$ cat src/rtl/loop_replay_buffer.sv
// Loop replay buffer: captures a backward-branch loop body from the IF/ID stream and
// replays it from local storage, holding fetch off, until the loop-closing branch mispredicts.
module loop_replay_buffer #(
    parameter int unsigned DEPTH  = 16,
    parameter int unsigned ADDR_W = 4
) (
    input  logic              clk,
    input  logic              reset,
    input  logic              loop_detect,
    input  logic [31:0]       loop_start_pc,
    input  logic [31:0]       loop_end_pc,
    input  logic              if_valid,
    input  logic [31:0]       curr_PC,
    input  logic [31:0]       instruction,
    input  logic              mispredict,
    input  logic              stall,
    output logic              reuse_signal,
    output logic              replay_valid,
    output logic [31:0]       replay_instr,
    output logic [31:0]       replay_pc,
    output logic [ADDR_W:0]   buf_count,
    output logic              overflow
);

    typedef enum logic [1:0] {IDLE, CAPTURE, REPLAY} state_t;

    state_t              state;
    logic [31:0]         start_pc;
    logic [31:0]         end_pc;
    logic [ADDR_W-1:0]   wr_ptr;
    logic [ADDR_W-1:0]   rd_ptr;
    logic [ADDR_W:0]     count;
    logic [31:0]         mem [DEPTH];

    logic [31:0]         span;
    logic [31:0]         len;
    logic                reject;
    logic [31:0]         expected_pc;
    logic                pc_match;
    logic                cap_wr;
    logic                rd_last;

    always_comb begin
        span        = loop_end_pc - loop_start_pc;
        len         = (span >> 2) + 32'd1;
        reject      = (loop_start_pc > loop_end_pc) || (loop_start_pc[1:0] != 2'b00) ||
                      (loop_end_pc[1:0] != 2'b00) || (len > DEPTH);
        expected_pc = start_pc + {{(30-ADDR_W){1'b0}}, wr_ptr, 2'b00};
        pc_match    = (curr_PC == expected_pc);
        cap_wr      = (state == CAPTURE) && !mispredict && if_valid && pc_match;
        rd_last     = ({1'b0, rd_ptr} == (count - (ADDR_W+1)'(1)));
    end

    always_ff @(posedge clk or negedge reset) begin
        if (!reset) begin
            state    <= IDLE;
            start_pc <= '0;
            end_pc   <= '0;
            wr_ptr   <= '0;
            rd_ptr   <= '0;
            count    <= '0;
            overflow <= 1'b0;
        end else begin
            overflow <= 1'b0;
            if (mispredict) begin
                state  <= IDLE;
                wr_ptr <= '0;
                rd_ptr <= '0;
                count  <= '0;
            end else begin
                case (state)
                    IDLE: begin
                        if (loop_detect) begin
                            if (reject) begin
                                overflow <= 1'b1;
                            end else begin
                                start_pc <= loop_start_pc;
                                end_pc   <= loop_end_pc;
                                wr_ptr   <= '0;
                                state    <= CAPTURE;
                            end
                        end
                    end
                    CAPTURE: begin
                        // A valid PC off the straight-line path means the body is not a clean loop.
                        if (if_valid) begin
                            if (pc_match) begin
                                wr_ptr <= wr_ptr + ADDR_W'(1);
                                if (curr_PC == end_pc) begin
                                    count  <= {1'b0, wr_ptr} + (ADDR_W+1)'(1);
                                    rd_ptr <= '0;
                                    state  <= REPLAY;
                                end
                            end else begin
                                state <= IDLE;
                            end
                        end
                    end
                    REPLAY: begin
                        if (!stall) begin
                            rd_ptr <= rd_last ? '0 : rd_ptr + ADDR_W'(1);
                        end
                    end
                    default: state <= IDLE;
                endcase
            end
        end
    end

    always_ff @(posedge clk) begin
        if (cap_wr) begin
            mem[wr_ptr] <= instruction;
        end
    end

    always_comb begin
        reuse_signal = (state == REPLAY);
        replay_valid = (state == REPLAY);
        replay_instr = '0;
        replay_pc    = '0;
        buf_count    = '0;
        if (state == REPLAY) begin
            replay_instr = mem[rd_ptr];
            replay_pc    = start_pc + {{(30-ADDR_W){1'b0}}, rd_ptr, 2'b00};
            buf_count    = count;
        end
    end

endmodule

$ cat config.mk
export PLATFORM = sky130hd
export DESIGN_NAME = loop_replay_buffer
export DESIGN_NICKNAME = d
export VERILOG_FILES = /design/src/rtl/loop_replay_buffer.sv
export SDC_FILE = /design/constraint.sdc
export NUM_CORES = 1
export LEC_CHECK = 0
export BUFFER_PORTS_ARGS = -buffer_cell sky130_fd_sc_hd__clkbuf_2
export CORE_MARGIN = 2
export CORE_UTILIZATION = 51
export CTS_CLUSTER_SIZE = 30
export DETAILED_ROUTE_END_ITERATION = 10
export PLACE_DENSITY_LB_ADDON = 0.25
export SKIP_LAST_GASP = 1
export SYNTH_ARGS = -nofsm -noshare
export SYNTH_HDL_FRONTEND = slang
export SYNTH_SLANG_ARGS = --single-unit
export TNS_END_PERCENT = 50
$ cat constraint.sdc
create_clock -name clk -period 10.1 [get_ports clk]
set_input_delay 0 -clock clk [delete_from_list [all_inputs] [get_ports clk]]
set_output_delay 0 -clock clk [all_outputs]
set_load 0.02 [all_outputs]
Word level (Yosys, flattened, before mapping) --
Memories as Yosys holds them, arrays and structs flattened. Cells that the tools add are included.
Operators by class: add/sub/neg operators 8, magnitude comparators 2, equality and inequality tests 13, multiplexer cells 34, bitwise logic cells 2, reductions and logical operators 21
Operator list (count):
- adder 32 x 6 -> 32 bit | 2
- equality test 32 bit | 2
- two-way mux 32 bit | 2
- two-way mux 4 bit | 11
- greater-than comparator 32 bit | 1
- subtractor 32 bit | 1
- adder 30 x 1 -> 31 bit, second input constant | 1
- greater-than comparator 31 x 5 -> 1 bit, second input constant | 1
- two-way mux 5 bit | 6
- case mux 4 bit (2 select lines) | 2
- != test 3 bit, second input constant | 5
- AND reduction 5 bit | 3
- two-way mux 2 bit | 6
- nonzero test 2 bit | 6
- adder 4 x 1 -> 4 bit, second input constant | 2
- AND reduction 4 bit | 2
- two-way mux 1 bit | 6
- case mux 2 bit (3 select lines) | 1
- nonzero test 3 bit | 2
- adder 4 x 1 -> 5 bit, second input constant | 1
- equality test 4 x 5 -> 1 bit | 1
- subtractor 5 x 1 -> 5 bit, second input constant | 1
- != test 4 x 3 -> 1 bit, second input constant | 1
- logical AND 1 bit | 3
- other kinds (8) | 11
Storage, ports and cells: flip-flop bits (word level) 80, RAM bits 512, word-level logic and storage cells 88, memories 1
Memory list:
- mem | depth 16, bits a word 32, rd ports 1, clocked after memory_dff 0, wr ports 1, RTL line 33 | logic [31:0] mem [DEPTH];

Longest topological paths before layout --
Gate-level depths: netlist of run 1.
depth in word-level cells 8, depth in mapped cells 16

Worst setup path before layout of run 1 --
No wires, ideal clock.
kind register to register, from register wr_ptr[0], to memory mem[0][0] (enable), library setup time 0.501 ns, arrival 6.317 ns, required time 9.599 ns, slack 3.282 ns, stages on the path, launching flop included 14, buffers on the path 0, cell sequence dfrtp_1 -> ha_1 -> inv_1 -> fa_1 -> nor2b_1 -> o21ai_0 -> a211oi_1 -> nor2b_1 -> xnor2_1 -> nand4_1 -> nor4_1 -> nand4_1 -> or3_1 -> nor4_1
On the way: word-level cells in the longest chain between the ends 5
RTL lines:
- start: declaration | RTL line 30 | logic [ADDR_W-1:0] wr_ptr;
- start signal: assignment | RTL line 88 | wr_ptr <= wr_ptr + ADDR_W'(1);
- adder 32 x 6 -> 32 bit | RTL line 48 | expected_pc = start_pc + {{(30-ADDR_W){1'b0}}, wr_ptr, 2'b00};
- equality test 32 bit | RTL line 49 | pc_match = (curr_PC == expected_pc);
- logical AND 1 bit | RTL line 50 | cap_wr = (state == CAPTURE) && !mispredict && if_valid && pc_match;
- two-way mux 1 bit | RTL line 111 | if (cap_wr) begin
- two-way mux 1 bit (implied by the code) | RTL line 112 | mem[wr_ptr] <= instruction;
- end: declaration | RTL line 33
Parallel ways exist; a longest one is shown, timed or not.

Worst setup path in the final report of run 1 --
from register wr_ptr[0], to memory mem[8][22] (enable)
The elaborated chain is that of the path after synthesis.

==> results of run 1 <==
==> worst min path at each step <==
| stage | from | end | slack [ns] | cells past startpoint |
|---|---|---|---|---|
| floorplan | reset | count[0] | -0.30 | 0 |
| global placement | reset | rd_ptr[0] | 0.25 | 1 |
| detailed placement | reset | state[1] | 0.26 | 1 |
| CTS | curr_PC[0] | state[0] | 0.09 | 7 |
| global route | reset | start_pc[13] | 0.19 | 2 |
| finish | curr_PC[0] | state[0] | 0.11 | 7 |
==> metal layers <==
metal	up-vias	routed length [um]
met5	-	58
met4	10	3020
met3	161	3870
met2	665	37300
met1	8568	28800
li1	7515	-
==> worst max-delay path, stage by stage (launching register included) <==
cell	delay (ns)
sky130_fd_sc_hd__dfrtp_1	0.53
sky130_fd_sc_hd__ha_1	0.24
sky130_fd_sc_hd__inv_1	0.06
sky130_fd_sc_hd__fa_1	0.41
sky130_fd_sc_hd__nor2b_1	0.12
sky130_fd_sc_hd__o21ai_0	0.16
sky130_fd_sc_hd__a211oi_1	0.87
sky130_fd_sc_hd__nand4_1	0.30
sky130_fd_sc_hd__xnor2_1	0.21
sky130_fd_sc_hd__nand4b_1	0.14
sky130_fd_sc_hd__nor4_1	0.24
sky130_fd_sc_hd__nand4_1	0.26
sky130_fd_sc_hd__or3_1	0.54
sky130_fd_sc_hd__nor3b_1	0.47
sky130_fd_sc_hd__and2_2	0.82
==> repair_timing <==
item,CTS,global route
endpoints found under the setup margin,0,0
hold buffers,97,0
endpoints found under the hold margin,667,0
==> area by class of cell <==
class / instances / area, um2
Tap cell: 696 / 871
Inverter: 64 / 240
Sequential cell: 592 / 17400
Clock inverter: 44 / 534
Clock buffer: 65 / 1480
Fill cell: 3991 / 21300
Multi-Input combinational cell: 1012 / 9950
Timing Repair Buffer: 326 / 2180
==> cell usage in the layout (no fill, tap or decap), types with 12 or more instances in the layout <==
cell type / count
sky130_fd_sc_hd__edfxtp_1: 512
sky130_fd_sc_hd__and3_1: 21
sky130_fd_sc_hd__clkbuf_2: 204
sky130_fd_sc_hd__mux4_2: 160
sky130_fd_sc_hd__dlygate4sd3_1: 97
sky130_fd_sc_hd__nand3_1: 37
sky130_fd_sc_hd__clkbuf_16: 58
sky130_fd_sc_hd__a21oi_1: 61
sky130_fd_sc_hd__nand4_1: 42
sky130_fd_sc_hd__nand2_1: 66
sky130_fd_sc_hd__o21ai_0: 44
sky130_fd_sc_hd__nor4_1: 12
sky130_fd_sc_hd__xnor2_1: 90
sky130_fd_sc_hd__inv_1: 63
sky130_fd_sc_hd__buf_4: 25
sky130_fd_sc_hd__mux2_4: 54
sky130_fd_sc_hd__nor3_1: 26
sky130_fd_sc_hd__dfrtp_1: 77
sky130_fd_sc_hd__nor2b_1: 12
sky130_fd_sc_hd__xor2_1: 47
sky130_fd_sc_hd__and2_1: 40
sky130_fd_sc_hd__ha_1: 45
sky130_fd_sc_hd__nor2_1: 70
==> registers in the layout, summed over array words and instances, names as in the netlist <==
register / count
state: 2
rd_ptr: 4
count: 5
end_pc: 32
mem: 512
wr_ptr: 4
overflow: 1
start_pc: 32
==> power by group through the flow <==
| stage | Combinational [W] | Sequential [W] | Clock, W |
|---|---|---|---|
| floorplan | 0.000171 | 0.00271 | 0 |
| global placement | 0.000297 | 0.00271 | 0 |
| detailed placement | 0.000300 | 0.00271 | 0 |
| CTS | 0.000333 | 0.00266 | 0.00230 |
| global route | 0.000367 | 0.00266 | 0.00239 |
| finish | 0.000338 | 0.00266 | 0.00226 |
==> logic make-up after synthesis <==
| kind of cell | after synthesis | share of synthesized area, % |
|---|---|---|
| xor+xnor | 137 | 4.31 |
| fa+ha+maj | 47 | 2.16 |
| buf+inv | 150 | 2.21 |
| simple gates | 388 | 7.44 |
| compound gates | 213 | 5.19 |
| flops | 592 | 62.4 |
| mux | 227 | 16.3 |
==> through the flow <==
stage | setup WS, ns | utilization, % | hold slack, ns | total power (W)
floorplan | 3.28 | - | -0.296 | 0.00288
global placement | 4.57 | 55.0 | 0.250 | 0.00301
detailed placement | 4.39 | 55.0 | 0.260 | 0.00301
CTS | 4.33 | 60.5 | 0.0866 | 0.00529
global route | 3.83 | 60.5 | 0.194 | 0.00541
finish | 4.31 | 60.5 | 0.107 | 0.00526
==> reports/qor.csv, run 1 <==
stage,metric,value,unit
run_status,run status,completed,
power_and_ir_drop,switching share of power,22.0,%
cells_and_area,layout cells sized above 1,27.3,%
timing,Clock Skew,0.0406,ns
critical_path,Worst Reg2Reg Path Length in Cells,14,
power_and_ir_drop,largest voltage drop on the vdd net,150,uV
global_route,vias in the first global route,17400,
cells_and_area,growth of design area from synthesis to finish,17.1,%
hold_path,Hold Path Class,input pin to flip-flop,
routing,Via density,6.04,
yosys,cell accounting for the most synthesized area,sky130_fd_sc_hd__edfxtp_1,
critical_path,maximum fanout count along the critical path,32,
clocking,worst-skew pair later-pin latency,0.63,ns
timing,post-route fraction of the period consumed by the critical path,57.3,%
critical_path,critical path class,flip-flop to flip-flop,
timing,RSZ-0062 raised after global routing,no,
power_and_ir_drop,relative contribution of combinational cells to total power,6.4,%
power_and_ir_drop,pwr dens,161,nW/um2
timing,Rel. slew slack,22.8,%
yosys,Yosys warnings,0,
place,estimated wirelength of the detail-placed design,49.9,mm
clocking,clock tree from TritonCTS,yes,
global_route,met2 track demand over resource in global routing,45.5,%
yosys,share of Yosys cell area claimed by the top area cell type,55.2,%
timing,max-slew violation total from the final report,0,
floorplanning,IO Pins,206,
critical_path,worst r2r dst,mem[8][22],
global_route,total overflow reported by the global router,0,
timing,count of final hold-check violations,0,
clocking,post-CTS setup buffers,0,
cells_and_area,Inserted Diodes,0,
clocking,CTS H-Tree Depth,2,
floorplanning,placeable core area,53900,um2
floorplanning,Site Rows,85,
global_route,met3 layer usage reported by global route,3.33,%
floorplanning,Initial Util,51.7,%
place,count of buffers inserted at the top-level ports,205,
yosys,"count leader, synth",sky130_fd_sc_hd__edfxtp_1,
floorplanning,Die H,238,um
power_and_ir_drop,clock group share of total power,43.0,%
routing,total wire length,73.1,mm
critical_path,worst setup slack for register-to-register paths,4.31,ns
yosys,synthesized flop and latch total,592,
global_route,largest net degree at the start of global routing,81,
routing,Detailed Route Iter0 Violations,1549,
floorplanning,full die area,56500,um2
timing,Tightest Pin Transition,1.16,ns
critical_path,Worst Setup SP,wr_ptr[0],
clocking,"Clk pin slew, worst setup/hold paths",0.06,ns
clocking,number of buffers inserted during clock tree synthesis,58,
timing,timing-limited maximum frequency,0.173,GHz
global_route,GRT Resource Usage Total,26.1,%
clocking,maximum clock path buffer count,3,
global_route,global routing met1 resource utilization,33.4,%
timing,Final Setup Violations,0,
critical_path,worst setup path end,mem[8][22],
yosys,nets in the synthesized netlist,1935,
cells_and_area,final non-filler cell total,2799,
yosys,top area cells in the synthesized netlist,"sky130_fd_sc_hd__edfxtp_1 55%, sky130_fd_sc_hd__mux4_2 13%, sky130_fd_sc_hd__dfrtp_1 7.2%",
critical_path,endpoint arrival time on the critical path,6.00,ns
power_and_ir_drop,leakage component of the power,11.6,nW
global_route,GRT Max-Usage Layer,met2,
place,number of instances in the placed design,2593,
critical_path,Worst EP required,10.32,ns
yosys,"Avg Cell Area, Syn",15.9,um2
power_and_ir_drop,internal power,0.00410,W
yosys,most instantiated flip-flop cell in the synthesis netlist,sky130_fd_sc_hd__edfxtp_1,
routing,detail-routed net length per standard cell,26.1,um
routing,number of detailed-route iterations in the first pass,5,
power_and_ir_drop,switching component of the power,0.00116,W
routing,# DRC,0,
clocking,Clk Tree Root Cell,sky130_fd_sc_hd__clkbuf_16,
cells_and_area,post-layout instance area,32600,um2
yosys,ranking of synthesized cells by instance count,"512 x sky130_fd_sc_hd__edfxtp_1, 160 x sky130_fd_sc_hd__mux4_2, 90 x sky130_fd_sc_hd__xnor2_1",
global_route,wire length of the first global-routing pass,109,mm
cells_and_area,Total Nets Final,2235,
routing,number of nets with antenna violations after routing,0,
routing,via total after detailed routing,16900,
yosys,proportion of synthesized chip area in sequential cells,62.4,%
yosys,number of synthesized flops with an enable pin,512,
global_route,number of antenna violations at the first check in global routing,5,
yosys,gate count of the mapped netlist,1754,
power_and_ir_drop,Flop pwr share,50.5,%
yosys,async set or reset register ratio after synthesis,13.5,%
critical_path,category of the worst setup path capture point,flip-flop,
place,GPL Wtd Cong,0.941,
critical_path,critical path startpoint category,flip-flop,
timing,total negative setup slack,0,ns
yosys,post-synth cell types,79,
critical_path,startpoint of the worst register-to-register path,wr_ptr[0],
floorplanning,die width,238,um
yosys,summed instance area of the synthesized netlist,27900,um2
place,Post-Place Cell Area,29700,um2
clocking,clk sinks,592,
flow_run,number of maximum-capacitance constraint violations,0,
timing,final worst path period need,5.79,ns
clocking,cts repair resizes,0,
No activity file was read; power rests on OpenSTA's default activity.
==> inputs of run 2 (changes only) <==
--- a/config.mk
+++ b/config.mk
@@ -5,6 +5,7 @@
 export SDC_FILE = /design/constraint.sdc
 export NUM_CORES = 1
 export LEC_CHECK = 0
+export ABC_AREA = 1
 export BUFFER_PORTS_ARGS = -buffer_cell sky130_fd_sc_hd__clkbuf_2
 export CORE_MARGIN = 2
 export CORE_UTILIZATION = 51
==> constraint.sdc (replaced) <==
create_clock -name clk -period 6.05 [get_ports clk]
set_input_delay 0 -clock clk [delete_from_list [all_inputs] [get_ports clk]]
set_output_delay 0 -clock clk [all_outputs]
set_load 0.02 [all_outputs]
==> run 2 against run 1 <==
Compared with the run above: total power rose by 64%; clock power up 56%; cell count is 45% higher; clock skew down 0.0038 ns; synthesized area increased by 5.2%; largest cell class unchanged; worst setup slack worse by 3.5 ns; global-route usage is 3.3 points higher; count of clock-buffer cells in the layout is 14 higher; critical path depth rose by 5.
==> reports/qor.csv, run 2 <==
stage,metric,value,unit,change
run_status,run status,completed,,
power_and_ir_drop,post-layout power,0.00862,W,+64%
place,estimated wirelength of the detail-placed design,59.0,mm,+18%
cells_and_area,"Most flops, register",mem,,
clocking,Clk Tree Root Cell,sky130_fd_sc_hd__clkbuf_16,,
yosys,async set or reset register ratio after synthesis,13.5,%,unchanged
power_and_ir_drop,leakage component of the power,13.3,nW,+15%
routing,via total after detailed routing,23600,,+40%
cells_and_area,"most common cell after layout, fill and taps aside",sky130_fd_sc_hd__edfxtp_1,,
timing,final worst path period need,5.28,ns,-0.509 ns
global_route,wire length of the first global-routing pass,135,mm,+23%
clocking,CTS H-Tree Depth,2,,unchanged
place,post-placement setup slack,0.896,ns,-3.49 ns
yosys,"Avg Cell Area, Syn",9.82,um2,-38%
cells_and_area,post-layout instance area,34100,um2,+4.4%
critical_path,startpoint of the worst register-to-register path,wr_ptr[0],,
floorplanning,Die H,244,um,+2.5%
global_route,GRT Resource Usage Total,29.3,%,+3.3 points
routing,total wire length,88.0,mm,+20%
floorplanning,die width,244,um,+2.5%
floorplanning,full die area,59400,um2,+5.1%
cells_and_area,max reg flops,512,,unchanged
yosys,share of Yosys cell area claimed by the top area cell type,52.4,%,-2.7 points
critical_path,CP max-delay cell,sky130_fd_sc_hd__nor2_4,,
power_and_ir_drop,internal power,0.00665,W,+62%
clocking,clock tree from TritonCTS,yes,,
timing,Final Setup Violations,0,,unchanged
yosys,Yosys warnings,0,,unchanged
floorplanning,placeable core area,56600,um2,+5.0%
routing,number of detailed-route iterations in the first pass,6,,+1
clocking,clk sinks,592,,unchanged
power_and_ir_drop,clock group share of total power,40.9,%,-2.1 points
yosys,number of synthesized flops with an enable pin,512,,unchanged
critical_path,worst stage delay on the critical path,0.69,ns,-0.18 ns
routing,# DRC,0,,unchanged
yosys,top area cells in the synthesized netlist,"sky130_fd_sc_hd__edfxtp_1 52%, sky130_fd_sc_hd__dfrtp_1 6.8%, sky130_fd_sc_hd__nand2_1 6.0%",,
clocking,number of buffers inserted during clock tree synthesis,57,,-1.7%
yosys,proportion of synthesized chip area in sequential cells,59.3,%,-3.1 points
critical_path,worst setup path end,mem[4][20],,
power_and_ir_drop,largest voltage drop on the vdd net,250,uV,+67%
cells_and_area,layout cells sized above 1,12.8,%,-15 points
hold_path,Hold Path Class,input pin to flip-flop,,
floorplanning,IO Pins,206,,unchanged
critical_path,critical path startpoint category,flip-flop,,
yosys,synthesized flop and latch total,592,,unchanged
yosys,most instantiated flip-flop cell in the synthesis netlist,sky130_fd_sc_hd__edfxtp_1,,
global_route,number of antenna violations at the first check in global routing,5,,unchanged
power_and_ir_drop,switching share of power,22.8,%,+0.83 points
yosys,gate count of the mapped netlist,2985,,+70%
global_route,total overflow reported by the global router,0,,unchanged
cells_and_area,utilization after layout,60.2,%,-0.32 points
timing,final worst setup slack,0.771,ns,-3.54 ns
timing,max-slew violation total from the final report,0,,unchanged
place,Post-Place Cell Area,31300,um2,+5.4%
timing,count of final hold-check violations,0,,unchanged
global_route,largest net degree at the start of global routing,203,,+150%
yosys,post-synth cell types,51,,-35%
timing,post-route fraction of the period consumed by the critical path,87.3,%,+30 points
yosys,"count leader, synth",sky130_fd_sc_hd__edfxtp_1,,
power_and_ir_drop,Flop pwr share,51.5,%,+1.0 points
cells_and_area,Total Nets Final,3432,,+54%
power_and_ir_drop,relative contribution of combinational cells to total power,7.6,%,+1.2 points
cells_and_area,Largest regs,"mem (512), end_pc (32), start_pc (32)",,
floorplanning,Site Rows,87,,+2.4%
critical_path,category of the worst setup path capture point,flip-flop,,
critical_path,Worst Setup SP,wr_ptr[0],,
clocking,worst-skew pair later-pin latency,0.63,ns,about the same
clocking,maximum clock path buffer count,3,,unchanged
power_and_ir_drop,switching component of the power,0.00197,W,+70%
yosys,cell accounting for the most synthesized area,sky130_fd_sc_hd__edfxtp_1,,
critical_path,worst r2r dst,mem[4][20],,
place,GPL Wtd Cong,0.984,,+4.6%
critical_path,Worst EP required,6.38,ns,-3.94 ns
yosys,ranking of synthesized cells by instance count,"512 x sky130_fd_sc_hd__edfxtp_1, 466 x sky130_fd_sc_hd__nand2_1, 408 x sky130_fd_sc_hd__nor2_1",,
place,count of buffers inserted at the top-level ports,205,,unchanged
routing,detail-routed net length per standard cell,21.7,um,-17%
cells_and_area,"commonest cells after routing, fill and taps aside","512 x sky130_fd_sc_hd__edfxtp_1, 466 x sky130_fd_sc_hd__nand2_1, 396 x sky130_fd_sc_hd__nor2_1",,
timing,RSZ-0062 raised after global routing,no,,
critical_path,maximum fanout count along the critical path,18,,-44%
critical_path,cells traversed along the worst timing path,ha_1 > inv_1 > fa_1 > inv_1 > nand3_1 > nand3_1 > nand2_1 > nor2_1 > nand2_1 > xor2_1 > nand3_1 > nor3b_1 > nand3_1 > nor3_1 > nand4_1 > nor2_1 > nand3_1 > nor2_4 > buf_12,,
critical_path,Most Frequent Cell on Critical Path,sky130_fd_sc_hd__nand3_1,,
cells_and_area,growth of design area from synthesis to finish,16.3,%,
critical_path,worst setup slack for register-to-register paths,0.77,ns,-3.54 ns
global_route,vias in the first global route,23000,,+32%
yosys,nets in the synthesized netlist,3166,,+64%
power_and_ir_drop,pwr dens,253,nW/um2,+57%
critical_path,critical path class,flip-flop to flip-flop,,
clocking,post-CTS setup buffers,0,,unchanged
yosys,summed instance area of the synthesized netlist,29300,um2,+5.2%
timing,Rel. slew slack,24.8,%,+2.0 points
routing,Via density,5.82,,-3.7%
critical_path,Worst Reg2Reg Path Length in Cells,19,,+5
flow_run,number of maximum-capacitance constraint violations,0,,unchanged
routing,number of nets with antenna violations after routing,0,,unchanged
timing,Clock Skew,0.0368,ns,-0.00378 ns
timing,total negative setup slack,0,ns,unchanged
clocking,"Clk pin slew, worst setup/hold paths",0.07,ns,about the same
critical_path,endpoint arrival time on the critical path,5.61,ns,-0.39 ns
routing,Detailed Route Iter0 Violations,2447,,+58%
timing,Tightest Pin Transition,1.13,ns,-0.0268 ns
floorplanning,Initial Util,51.8,%,+0.11 points
timing,timing-limited maximum frequency,0.189,GHz,+9.6%
## run 2: cell count changes after synthesis, sizes merged, moves of 60 or more
cell / previous run / this run
nand2: 66 / 486
nor2: 74 / 426
o21ai: 45 / 363
inv: 63 / 316
mux4: 160 / 0
nand3: 37 / 131
o221ai: 2 / 93
mux2: 60 / 0
## run 2: critical path, delay by kind of cell, from the launching register on
kind / cells / cell delay, ns
adders and majority gates: 2 / 0.62
xor gates and xnor gates: 1 / 0.24
buffers and inverters: 3 / 0.40
and+or+nand+nor: 13 / 3.28
DFF: 1 / 0.45
## run 2: metal layers
layer	wire length [um]	global-route usage [%]	up-vias
met4	2890	9.56	4
met2	40100	46.2	1065
met3	7460	4.81	197
li1	-	-	10900
met5	25	0	-
met1	37400	41.7	11400
## run 2: how the worst min path moves through the flow
stage                             to  cells after the start     start
after floorplan             count[0]                      0     reset
after global placement    end_pc[29]                      1     reset
after detailed placement  end_pc[29]                      1     reset
after CTS                   count[2]                      5  if_valid
after global routing        count[2]                      5  if_valid
final                       count[2]                      5  if_valid
## run 2: power groups by stage
| stage | Combinational, W | Clock [W] | Sequential [W] |
|---|---|---|---|
| detailed placement | 0.000590 | 0 | 0.00452 |
| floorplan | 0.000344 | 0 | 0.00452 |
| global placement | 0.000578 | 0 | 0.00452 |
| CTS | 0.000644 | 0.00356 | 0.00444 |
| global route | 0.000727 | 0.00372 | 0.00443 |
| finish | 0.000655 | 0.00352 | 0.00444 |
## run 2: through the flow
stage / hold slack, ns / instances
after CTS: 0.00700 / 4056
after global routing: 0.0849 / 4059
after floorplan: -0.296 / 2985
after detailed placement: -0.150 / 3851
final: 0.0587 / 4059
after global placement: -0.154 / 3851
## run 2: cell type report
cell class	instances	area, um2
flip-flops and latches	592	17400
well taps	756	946
diodes	3	7.51
repair buffers	338	2380
multi-input cells	1943	10300
inverters	319	1200
fillers	4669	22500
clock inverters	29	284
clock buffers	79	1570
## run 2: logic make-up (layout without fill, tap and decap cells)
group	Yosys count	in the layout	synth area share, %
compound gates	644	644	13.0
xor+xnor	81	81	2.42
fa+ha+maj	47	47	2.06
buf+inv	450	765	5.96
flops	592	592	59.3
other cells	0	3	0
simple gates	1171	1171	17.2
## run 2: repair_timing
| item | CTS | global route |
|---|---|---|
| setup endpoints to repair | 0 | 0 |
| hold buffers | 97 | 0 |
| endpoints found under the hold margin | 665 | 0 |
| gates resized for setup | 0 | 0 |
==> inputs of run 3 (changes only) <==
==> constraint.sdc (replaced) <==
create_clock -name clk -period 6.7 [get_ports clk]
set_input_delay 0 -clock clk [delete_from_list [all_inputs] [get_ports clk]]
set_output_delay 0 -clock clk [all_outputs]
set_load 0.02 [all_outputs]
==> run 3 against run 2 <==
Compared with the run above: worst setup slack better by 0.45 ns; sequential share of layout area rose by 0.26 points; non-clock buffer count decreased by 10; clock skew fell by 0.016 ns; count of clock-buffer cells in the layout decreased by 11; routed wire length grew 1.9%; sequential power is 9.7% lower; flip-flop and latch count did not move; combinational power shrank 9.0%; register-to-register slack better by 0.45 ns.
==> reports/qor.csv, run 3 (same netlist as run 2, synthesis figures left out) <==
stage,metric,value,unit,change
cells_and_area,Total Nets Final,3423,,-0.26%
routing,number of detailed-route iterations in the first pass,6,,unchanged
routing,# DRC,0,,unchanged
place,GPL Wtd Cong,0.987,,+0.35%
timing,count of final hold-check violations,0,,unchanged
critical_path,endpoint arrival time on the critical path,5.80,ns,+0.19 ns
global_route,largest net degree at the start of global routing,151,,-26%
floorplanning,placeable core area,56600,um2,unchanged
run_status,run status,completed,,
routing,via total after detailed routing,23700,,+0.41%
routing,detail-routed net length per standard cell,22.2,um,+2.3%
timing,Rel. slew slack,16.7,%,-8.1 points
global_route,vias in the first global route,22900,,-0.19%
critical_path,Most Frequent Cell on Critical Path,sky130_fd_sc_hd__nand3_1,,
timing,final worst path period need,5.48,ns,+0.204 ns
critical_path,startpoint of the worst register-to-register path,wr_ptr[0],,
floorplanning,Site Rows,87,,unchanged
cells_and_area,growth of design area from synthesis to finish,15.7,%,
timing,Tightest Pin Transition,1.25,ns,+0.118 ns
critical_path,cells traversed along the worst timing path,ha_1 > inv_1 > fa_1 > inv_1 > nand3_1 > nand3_1 > nand2_1 > nor2_1 > nand2_1 > xor2_1 > nand3_1 > nor3b_1 > nand3_1 > nor3_1 > nand4_1 > nor2_1 > nand3_1 > nor2_4 > buf_4,,
power_and_ir_drop,largest voltage drop on the vdd net,176,uV,-30%
global_route,number of antenna violations at the first check in global routing,4,,-1
clocking,"Clk pin slew, worst setup/hold paths",0.06,ns,about the same
critical_path,critical path startpoint category,flip-flop,,
clocking,Clk Tree Root Cell,sky130_fd_sc_hd__clkbuf_16,,
cells_and_area,post-layout instance area,33900,um2,-0.50%
floorplanning,Initial Util,51.8,%,unchanged
critical_path,Worst EP required,7.01,ns,+0.63 ns
clocking,post-CTS setup buffers,0,,unchanged
critical_path,worst setup path end,mem[5][18],,
clocking,number of buffers inserted during clock tree synthesis,58,,+1.8%
critical_path,worst setup slack for register-to-register paths,1.22,ns,+0.45 ns
critical_path,worst r2r dst,mem[5][18],,
critical_path,category of the worst setup path capture point,flip-flop,,
routing,total wire length,89.6,mm,+1.9%
hold_path,Hold Path Class,input pin to flip-flop,,
routing,Detailed Route Iter0 Violations,2375,,-2.9%
cells_and_area,Largest regs,"mem (512), end_pc (32), start_pc (32)",,
floorplanning,IO Pins,206,,unchanged
place,number of instances in the placed design,3838,,-0.34%
floorplanning,Die H,244,um,unchanged
global_route,GRT Resource Usage Total,29.7,%,+0.36 points
critical_path,worst stage delay on the critical path,0.79,ns,+0.10 ns
cells_and_area,"commonest cells after routing, fill and taps aside","512 x sky130_fd_sc_hd__edfxtp_1, 466 x sky130_fd_sc_hd__nand2_1, 395 x sky130_fd_sc_hd__nor2_1",,
global_route,wire length of the first global-routing pass,136,mm,+0.90%
power_and_ir_drop,leakage component of the power,13.2,nW,-0.47%
timing,total negative setup slack,0,ns,unchanged
place,Post-Place Cell Area,31100,um2,-0.62%
place,count of buffers inserted at the top-level ports,205,,unchanged
critical_path,Worst Setup SP,wr_ptr[0],,
critical_path,Worst Reg2Reg Path Length in Cells,19,,unchanged
clocking,clock tree from TritonCTS,yes,,
floorplanning,full die area,59400,um2,unchanged
timing,RSZ-0062 raised after global routing,no,,
clocking,clk sinks,592,,unchanged
clocking,maximum clock path buffer count,3,,unchanged
cells_and_area,max reg flops,512,,unchanged
routing,Via density,5.87,,+0.81%
floorplanning,die width,244,um,unchanged
routing,number of nets with antenna violations after routing,0,,unchanged
clocking,CTS H-Tree Depth,2,,unchanged
flow_run,number of maximum-capacitance constraint violations,0,,unchanged
timing,Clock Skew,0.0204,ns,-0.0164 ns
timing,timing-limited maximum frequency,0.182,GHz,-3.7%
critical_path,CP max-delay cell,sky130_fd_sc_hd__nor2_4,,
cells_and_area,area taken by multi-input logic gates,10300,um2,about the same
critical_path,critical path class,flip-flop to flip-flop,,
timing,max-slew violation total from the final report,0,,unchanged
global_route,total overflow reported by the global router,0,,unchanged
cells_and_area,"most common cell after layout, fill and taps aside",sky130_fd_sc_hd__edfxtp_1,,
timing,Final Setup Violations,0,,unchanged
timing,post-route fraction of the period consumed by the critical path,81.8,%,-5.4 points
cells_and_area,sequential cell area in the final layout,17400,um2,unchanged
cells_and_area,layout cells sized above 1,12.5,%,-0.24 points
cells_and_area,fill count,4787,,+2.5%
cells_and_area,final non-filler cell total,4043,,-0.39%
critical_path,maximum fanout count along the critical path,20,,+2
clocking,worst-skew pair later-pin latency,0.64,ns,about the same
cells_and_area,"Most flops, register",mem,,
place,estimated wirelength of the detail-placed design,59.4,mm,+0.70%
power_and_ir_drop,pwr dens,230,nW/um2,-9.0%
[run 3: power by group]
group / switching [W] / internal [W]
combinational: 0.000399 / 0.000198
clock: 0.00142 / 0.00178
sequential: 0.00000106 / 0.00401
total: 0.00182 / 0.00598
[run 3: repair_timing]
| action | CTS | global route |
|---|---|---|
| hold endpoints to repair | 668 | 0 |
| setup endpoints to repair | 0 | 0 |
| hold buffers | 100 | 0 |
| resized for setup | 0 | 0 |
[run 3: metal layers]
| metal | up-vias | GRT usage [%] | wire [um] |
|---|---|---|---|
| met5 | - | 0 | 0 |
| met4 | 0 | 9.58 | 2660 |
| met3 | 185 | 5.18 | 7480 |
| met2 | 1085 | 46.2 | 40700 |
| met1 | 11500 | 42.6 | 38800 |
| li1 | 10900 | - | - |
[run 3: worst max-delay path: cells and delay by family, from the launching register on]
family,cells,cell delay (ns)
xor+xnor,1,0.24
fa+ha+maj,2,0.63
buf+inv,3,0.53
flops,1,0.47
simple gates,13,3.27
[run 3: cell type report]
| cell class | instances | share of cell area, % |
|---|---|---|
| diodes | 3 | 0.0221 |
| clock buffers | 68 | 4.48 |
| clock inverters | 34 | 0.944 |
| inverters | 319 | 3.55 |
| multi-input cells | 1943 | 30.4 |
| flip-flops and latches | 592 | 51.3 |
| well taps | 756 | 2.79 |
| repair buffers | 328 | 6.56 |
[run 3: per-stage QoR]
stage	setup WS [ns]	util [%]	total power [W]	hold WS, ns
floorplan	1.09	-	0.00440	-0.296
global placement	1.46	54.9	0.00461	-0.00661
detailed placement	1.31	54.9	0.00462	0.00105
CTS	1.27	59.9	0.00781	0.0492
global route	0.718	59.9	0.00802	0.139
finish	1.22	59.9	0.00780	0.102
[run 3: worst min path at each step]
stage	slack, ns	endpoint	cells past startpoint	from
after global placement	-0.007	end_pc[28]	1	reset
after detailed placement	0.001	end_pc[29]	1	reset
final	0.10	count[4]	6	curr_PC[18]
after floorplan	-0.30	count[0]	0	reset
after global routing	0.14	count[4]	6	curr_PC[18]
after CTS	0.05	count[4]	6	curr_PC[18]
